$ cat config.mk
export PLATFORM = sky130hd
export DESIGN_NAME = spi_frame_ctrl_flat
export DESIGN_NICKNAME = d
export VERILOG_FILES = /design/src/rtl/spi_frame_ctrl_pkg.sv /design/src/rtl/spi_frame_ctrl_if.sv /design/src/rtl/spi_frame_ctrl.sv /design/src/flat_wrapper.sv
export SDC_FILE = /design/constraint.sdc
export NUM_CORES = 1
export LEC_CHECK = 0
export BUFFER_PORTS_ARGS = -buffer_cell sky130_fd_sc_hd__buf_2
export CELL_PAD_IN_SITES_DETAIL_PLACEMENT = 1
export CELL_PAD_IN_SITES_GLOBAL_PLACEMENT = 1
export CORE_MARGIN = 4
export CORE_UTILIZATION = 35
export DETAILED_ROUTE_END_ITERATION = 8
export GPL_ROUTABILITY_DRIVEN = 0
export HOLD_SLACK_MARGIN = 0.15
export PLACE_DENSITY = 0.67
export SLEW_MARGIN = 40
export SYNTH_ARGS = -nofsm -noshare
export SYNTH_HDL_FRONTEND = slang
export SYNTH_SLANG_ARGS = --single-unit
$ cat constraint.sdc
create_clock -name clk -period 2.52 [get_ports clk]
set_input_delay 0 -clock clk [delete_from_list [all_inputs] [get_ports clk]]
set_output_delay 0 -clock clk [all_outputs]
set_load 0.02 [all_outputs]
$ cat src/rtl/spi_frame_ctrl_pkg.sv
// Shared constants for the SPI frame sequencer: frame geometry, FSM encoding
// and the shadow-bank byte map seen by the stepgen/pwm/dout registers.
package spi_frame_ctrl_pkg;

  localparam int         FRAME_N     = 20;
  localparam int         SHADOW_AW   = 5;
  localparam logic [7:0] FRAME_MAGIC = 8'hA5;
  localparam int         ERR_CW      = 8;

  localparam logic [2:0] S_IDLE = 3'd0;
  localparam logic [2:0] S_HDR  = 3'd1;
  localparam logic [2:0] S_DATA = 3'd2;
  localparam logic [2:0] S_SUM  = 3'd3;
  localparam logic [2:0] S_DONE = 3'd4;
  localparam logic [2:0] S_ERR  = 3'd5;

  // Payload byte positions: four 16-bit velocities, then dout, timing, pwm, spare.
  typedef enum logic [SHADOW_AW-1:0] {
    VEL0_LO = 5'd0,  VEL0_HI = 5'd1,  VEL1_LO = 5'd2,  VEL1_HI = 5'd3,
    VEL2_LO = 5'd4,  VEL2_HI = 5'd5,  VEL3_LO = 5'd6,  VEL3_HI = 5'd7,
    DOUT    = 5'd8,  TIMING  = 5'd10, PWM     = 5'd12, SPARE   = 5'd16
  } shadow_addr_e;

endpackage

$ cat src/rtl/spi_frame_ctrl_if.sv
// Byte-side inputs from the SPI shifter and register-bank side outputs.
interface spi_frame_ctrl_if
  import spi_frame_ctrl_pkg::*;
#(
  parameter int AW  = SHADOW_AW,
  parameter int ECW = ERR_CW
) ();
  logic           frame_start;
  logic           frame_end;
  logic           byte_valid;
  logic [7:0]     byte_data;
  logic           wr_en;
  logic [AW-1:0]  wr_addr;
  logic [7:0]     wr_data;
  logic           commit;
  logic           wdt_kick;
  logic           frame_err;
  logic [ECW-1:0] err_count;
  logic           busy;

  modport master (
    output frame_start, frame_end, byte_valid, byte_data,
    input  wr_en, wr_addr, wr_data, commit, wdt_kick, frame_err, err_count, busy
  );

  modport slave (
    input  frame_start, frame_end, byte_valid, byte_data,
    output wr_en, wr_addr, wr_data, commit, wdt_kick, frame_err, err_count, busy
  );
endinterface

$ cat src/rtl/spi_frame_ctrl.sv
// Frame sequencer: validates header, length and XOR checksum of each SSEL frame,
// streams payload to the shadow bank and pulses commit/wdt_kick only on a good frame.
module spi_frame_ctrl
  import spi_frame_ctrl_pkg::*;
#(
  parameter int         N     = FRAME_N,
  parameter int         AW    = SHADOW_AW,
  parameter logic [7:0] MAGIC = FRAME_MAGIC,
  parameter int         ECW   = ERR_CW
) (
  input logic              clk,
  input logic              rst_n,
  spi_frame_ctrl_if.slave  bus
);

  localparam logic [AW-1:0] LAST = AW'(N - 1);

  logic [2:0]     state, state_n;
  logic [AW-1:0]  idx, idx_n;
  logic [7:0]     sum, sum_n;
  logic           wr_n, commit_n, err_n;

  logic           wr_en, commit, frame_err, busy;
  logic [AW-1:0]  wr_addr;
  logic [7:0]     wr_data;
  logic [ECW-1:0] err_count;

  always_comb begin
    state_n  = state;
    idx_n    = idx;
    sum_n    = sum;
    wr_n     = 1'b0;
    commit_n = 1'b0;
    err_n    = 1'b0;

    // frame_end closes the current frame before any simultaneous frame_start reopens one
    if (bus.frame_end && state != S_IDLE) begin
      if (state == S_DONE) commit_n = 1'b1;
      else                 err_n    = 1'b1;
      state_n = S_IDLE;
    end else if (bus.frame_start && state != S_IDLE && state != S_DONE) begin
      err_n = 1'b1;
    end

    if (bus.frame_start) begin
      state_n = S_HDR;
      idx_n   = '0;
      sum_n   = '0;
    end else if (bus.byte_valid && !bus.frame_end) begin
      case (state)
        S_HDR:  state_n = (bus.byte_data == MAGIC) ? S_DATA : S_ERR;
        S_DATA: begin
          wr_n  = 1'b1;
          sum_n = sum ^ bus.byte_data;
          if (idx == LAST) state_n = S_SUM;
          else             idx_n   = idx + AW'(1);
        end
        S_SUM:  state_n = (bus.byte_data == sum) ? S_DONE : S_ERR;
        S_DONE: state_n = S_ERR;
        default: ;
      endcase
    end
  end

  always_ff @(posedge clk or negedge rst_n) begin
    if (!rst_n) begin
      state     <= S_IDLE;
      idx       <= '0;
      sum       <= '0;
      wr_en     <= 1'b0;
      wr_addr   <= '0;
      wr_data   <= '0;
      commit    <= 1'b0;
      frame_err <= 1'b0;
      err_count <= '0;
      busy      <= 1'b0;
    end else begin
      state     <= state_n;
      idx       <= idx_n;
      sum       <= sum_n;
      wr_en     <= wr_n;
      commit    <= commit_n;
      frame_err <= err_n;
      busy      <= (state_n != S_IDLE);
      if (wr_n) begin
        wr_addr <= idx;
        wr_data <= bus.byte_data;
      end
      if (err_n && err_count != '1) err_count <= err_count + ECW'(1);
    end
  end

  assign bus.wr_en     = wr_en;
  assign bus.wr_addr   = wr_addr;
  assign bus.wr_data   = wr_data;
  assign bus.commit    = commit;
  assign bus.wdt_kick  = commit;
  assign bus.frame_err = frame_err;
  assign bus.err_count = err_count;
  assign bus.busy      = busy;

endmodule

$ cat src/flat_wrapper.sv
// flat-port wrapper written by rule: the top's interface ports become plain ports
module spi_frame_ctrl_flat import spi_frame_ctrl_pkg::*;
#(
  parameter int         N     = FRAME_N,
  parameter int         AW    = SHADOW_AW,
  parameter logic [7:0] MAGIC = FRAME_MAGIC,
  parameter int         ECW   = ERR_CW
)
  (clk, rst_n, bus_frame_start, bus_frame_end, bus_byte_valid, bus_byte_data, bus_wr_en, bus_wr_addr, bus_wr_data, bus_commit, bus_wdt_kick, bus_frame_err, bus_err_count, bus_busy);
  spi_frame_ctrl_if #(.AW(AW), .ECW(ECW)) bus_i ();
  input logic clk;
  input logic rst_n;
  input wire logic [$bits(bus_i.frame_start)-1:0] bus_frame_start;
  input wire logic [$bits(bus_i.frame_end)-1:0] bus_frame_end;
  input wire logic [$bits(bus_i.byte_valid)-1:0] bus_byte_valid;
  input wire logic [$bits(bus_i.byte_data)-1:0] bus_byte_data;
  output wire logic [$bits(bus_i.wr_en)-1:0] bus_wr_en;
  output wire logic [$bits(bus_i.wr_addr)-1:0] bus_wr_addr;
  output wire logic [$bits(bus_i.wr_data)-1:0] bus_wr_data;
  output wire logic [$bits(bus_i.commit)-1:0] bus_commit;
  output wire logic [$bits(bus_i.wdt_kick)-1:0] bus_wdt_kick;
  output wire logic [$bits(bus_i.frame_err)-1:0] bus_frame_err;
  output wire logic [$bits(bus_i.err_count)-1:0] bus_err_count;
  output wire logic [$bits(bus_i.busy)-1:0] bus_busy;
  assign bus_i.frame_start = bus_frame_start;
  assign bus_i.frame_end = bus_frame_end;
  assign bus_i.byte_valid = bus_byte_valid;
  assign bus_i.byte_data = bus_byte_data;
  assign bus_wr_en = bus_i.wr_en;
  assign bus_wr_addr = bus_i.wr_addr;
  assign bus_wr_data = bus_i.wr_data;
  assign bus_commit = bus_i.commit;
  assign bus_wdt_kick = bus_i.wdt_kick;
  assign bus_frame_err = bus_i.frame_err;
  assign bus_err_count = bus_i.err_count;
  assign bus_busy = bus_i.busy;
  spi_frame_ctrl #(.N(N), .AW(AW), .MAGIC(MAGIC), .ECW(ECW)) u_core (.clk(clk), .rst_n(rst_n), .bus(bus_i));
endmodule
==> summary.txt <==
I/O Pins: 39
Fin crit period: 1.84 ns
Inst Count DP: 277
Initial antenna violation count: 0
Largest net degree at the start of global routing: 42
Post-synth EDFFs: 0
Vias in the first global route: 1632
Commonest non-fill, non-tap cells in the layout: 41 x dfrtp_1, 37 x buf_2, 17 x xor2_1
LEAKAGE: 1.22 nW
CTS tree: done
DPL Wire Length: 3.10 mm
Pins over their slew limit: 0
Clk sinks: 41
Clock-pin slew on the worst setup and hold paths: 0.08 ns
Post_cts resized: 0
Required time of the critical path: 2.69 ns
Max Cap Viol: 0
DIE WIDTH: 83.8 um
Complex-gate fraction of the synthesized area: 8.40%
Peak VDD IR: 0.000372 V
Clk_skew: 0.00595 ns
Num rows: 27
Final TNS setup: 0 ns
CP endpoint kind: flop
Hold Crit Class: in -> async
Final-layout fill cell count: 642
Distinct cells, synth: 43
Routed via count: 1452
Post-Syn Nets: 190
Commonest non-fill, non-tap cell in the layout: dfrtp_1
Synth Area per Inst: 11.5 sq um
Finish-stage setup viols: 0
Synthesis Warnings: 0
Die Y: 83.8 um
Post-CTS setup buffers: 0
Seq. cell area: 1030 sq um
RSZ-0062 raised after global routing: false
Outcome: complete, no violations
Core footprint: 5540 sq um
Number of remaining DRC errors: 0
Total grt overflow: 0
Post-synthesis mux area share: 8.34%
DR vias/cell: 4.91
Multi-input gate area: 912 sq um
Achievable clock frequency: 543 MHz
Total GRT Usage: 13.8%
Synth Area in XOR/XNOR: 12.2%
Antenna diode count: 0
Layout cells sized above 1: 23.2%
Seq cells post-synth: 41
Post-synthesis sequential area ratio: 51.0%
Mapped Area: 2010 sq um
Count of final hold-check violations: 0
CTS Buf Count: 5
H-tree levels: 2
Actual slew at the worst max-slew pin: 0.533 ns
Relative slew slack: 64.5%
CTS Buffer Depth: 2
Nets: 239
First-pass GRT wire length: 7.93 mm
Main combinational cell family by area after synthesis: simple AND/OR/NAND/NOR gates
Die Area: 7020 sq um
Hold-fix buffers at CTS: 12
Synth Flop Type: dfrtp_1
Clock Root Buffer: clkbuf_8
Overall power: 1.60 mW
Final ANT Viol Nets: 0
Wire per inst: 15.1 um
Area growth from synthesis to layout: 22.9%
# port buffers: 38
Critical path class: reg -> reg
Synth Instances: 175
Period utilization: 73.1%
Crit path max fanout: 14
Synth Area in Simple Gates: 15.2%
Async S/R FF share, synth: 100%
Synth Area in Adders: 1.24%
First drt pass iteration count: 4
Hold slack: 0.241 ns
PwrDens: 647 nW/um^2
Number of DRC markers in iteration 0: 65
Latest clock arrival within the worst-skew pair: 0.28 ns
Starting Density: 36.3%
Post-layout util: 44.6%
Critical path launch point type: flop
Post-Layout Cell Count: 296
Worst EP arrival: 2.01 ns
Post-Route WL: 4.47 mm
-- stage by stage --
step	setup slack, ns	cell area (sq um)
2_1_floorplan	0.869	2010
6_report	0.679	2470
3_3_place_gp	0.734	2240
3_5_place_dp	0.660	2250
4_1_cts	0.668	2470
5_1_grt	0.533	2470
-- cell usage after synthesis (2+ instances only) --
cell type	number	area (sq um)
nand4_1	4	25.0
a2111oi_2	2	30.0
ha_1	2	25.0
nand2b_1	2	12.5
and2_1	2	12.5
nand3_1	9	45.0
nand2_1	5	18.8
dfrtp_1	41	1030
buf_4	2	15.0
and3_1	7	43.8
xnor2_1	11	96.3
a21oi_1	4	20.0
buf_2	4	20.0
xor2_1	17	149
nor2_1	16	60.1
mux2_1	14	158
nand3b_1	2	15.0
o21ai_0	2	10.0
and4bb_1	2	25.0
inv_1	4	15.0
-- worst max-delay path: stages, from the launching register on --
cell and delay (ns):
dfrtp_1 0.61, and4bb_1 0.30, nand2_2 0.08, nor2_4 0.35, mux2_1 0.37
-- registers in the layout, summed over array words and instances (netlist names) --
| signal | flops |
|---|---|
| u_core.bus.commit | 1 |
| u_core.sum | 8 |
| u_core.state | 3 |
| u_core.bus.wr_en | 1 |
| u_core.bus.wr_data | 8 |
| u_core.bus.frame_err | 1 |
| u_core.bus.err_count | 8 |
| u_core.bus.wr_addr | 5 |
| u_core.idx | 5 |
| u_core.bus.busy | 1 |
-- power by group --
group / switching, mW / internal, mW / leakage (nW)
Combinational: 0.186 / 0.123 / 0.616
Sequential: 0.0673 / 0.715 / 0.552
Clock: 0.220 / 0.288 / 0.0540
Total: 0.474 / 1.13 / 1.22
-- path summary, 6_finish.rpt --
path | to | cells past startpoint | startpoint | slack [ns]
max in group asynchronous | u_core.bus.wr_data[4] | 2 | rst_n | 1.91
min | u_core.bus.busy | 2 | rst_n | 0.24
min reg2reg | u_core.bus.wr_data[3] | 1 | u_core.bus.wr_data[3] | 0.48
min in group clk | u_core.bus.wr_data[3] | 1 | u_core.bus.wr_data[3] | 0.48
max | u_core.bus.wr_addr[1] | 4 | u_core.state[1] | 0.68
max reg2reg | u_core.bus.wr_addr[1] | 4 | u_core.state[1] | 0.68
-- layer usage --
metal	track usage (%)	vias to the layer above	wire (um)
met5	0	-	0
met4	3.07	0	20
met3	3.06	2	137
met2	23.9	22	2200
met1	17.7	719	2110
li1	-	709	-
-- cell type report --
cell class | count | share of cell area (%)
inverter | 5 | 0.759
timing repair buffer | 51 | 13.0
sequential | 41 | 41.5
clock inverter | 2 | 1.42
multi-input combinational | 120 | 36.9
tap | 72 | 3.65
clock buffer | 5 | 2.78
-- cell families (layout without fill, tap and decap cells) --
| family | after synthesis | after routing |
|---|---|---|
| buf+inv | 14 | 63 |
| mux | 15 | 15 |
| xor+xnor | 28 | 28 |
| simple gates | 54 | 54 |
| fa+ha+maj | 2 | 2 |
| flops | 41 | 41 |
| compound gates | 21 | 21 |
(Power assumes the default switching activity.)
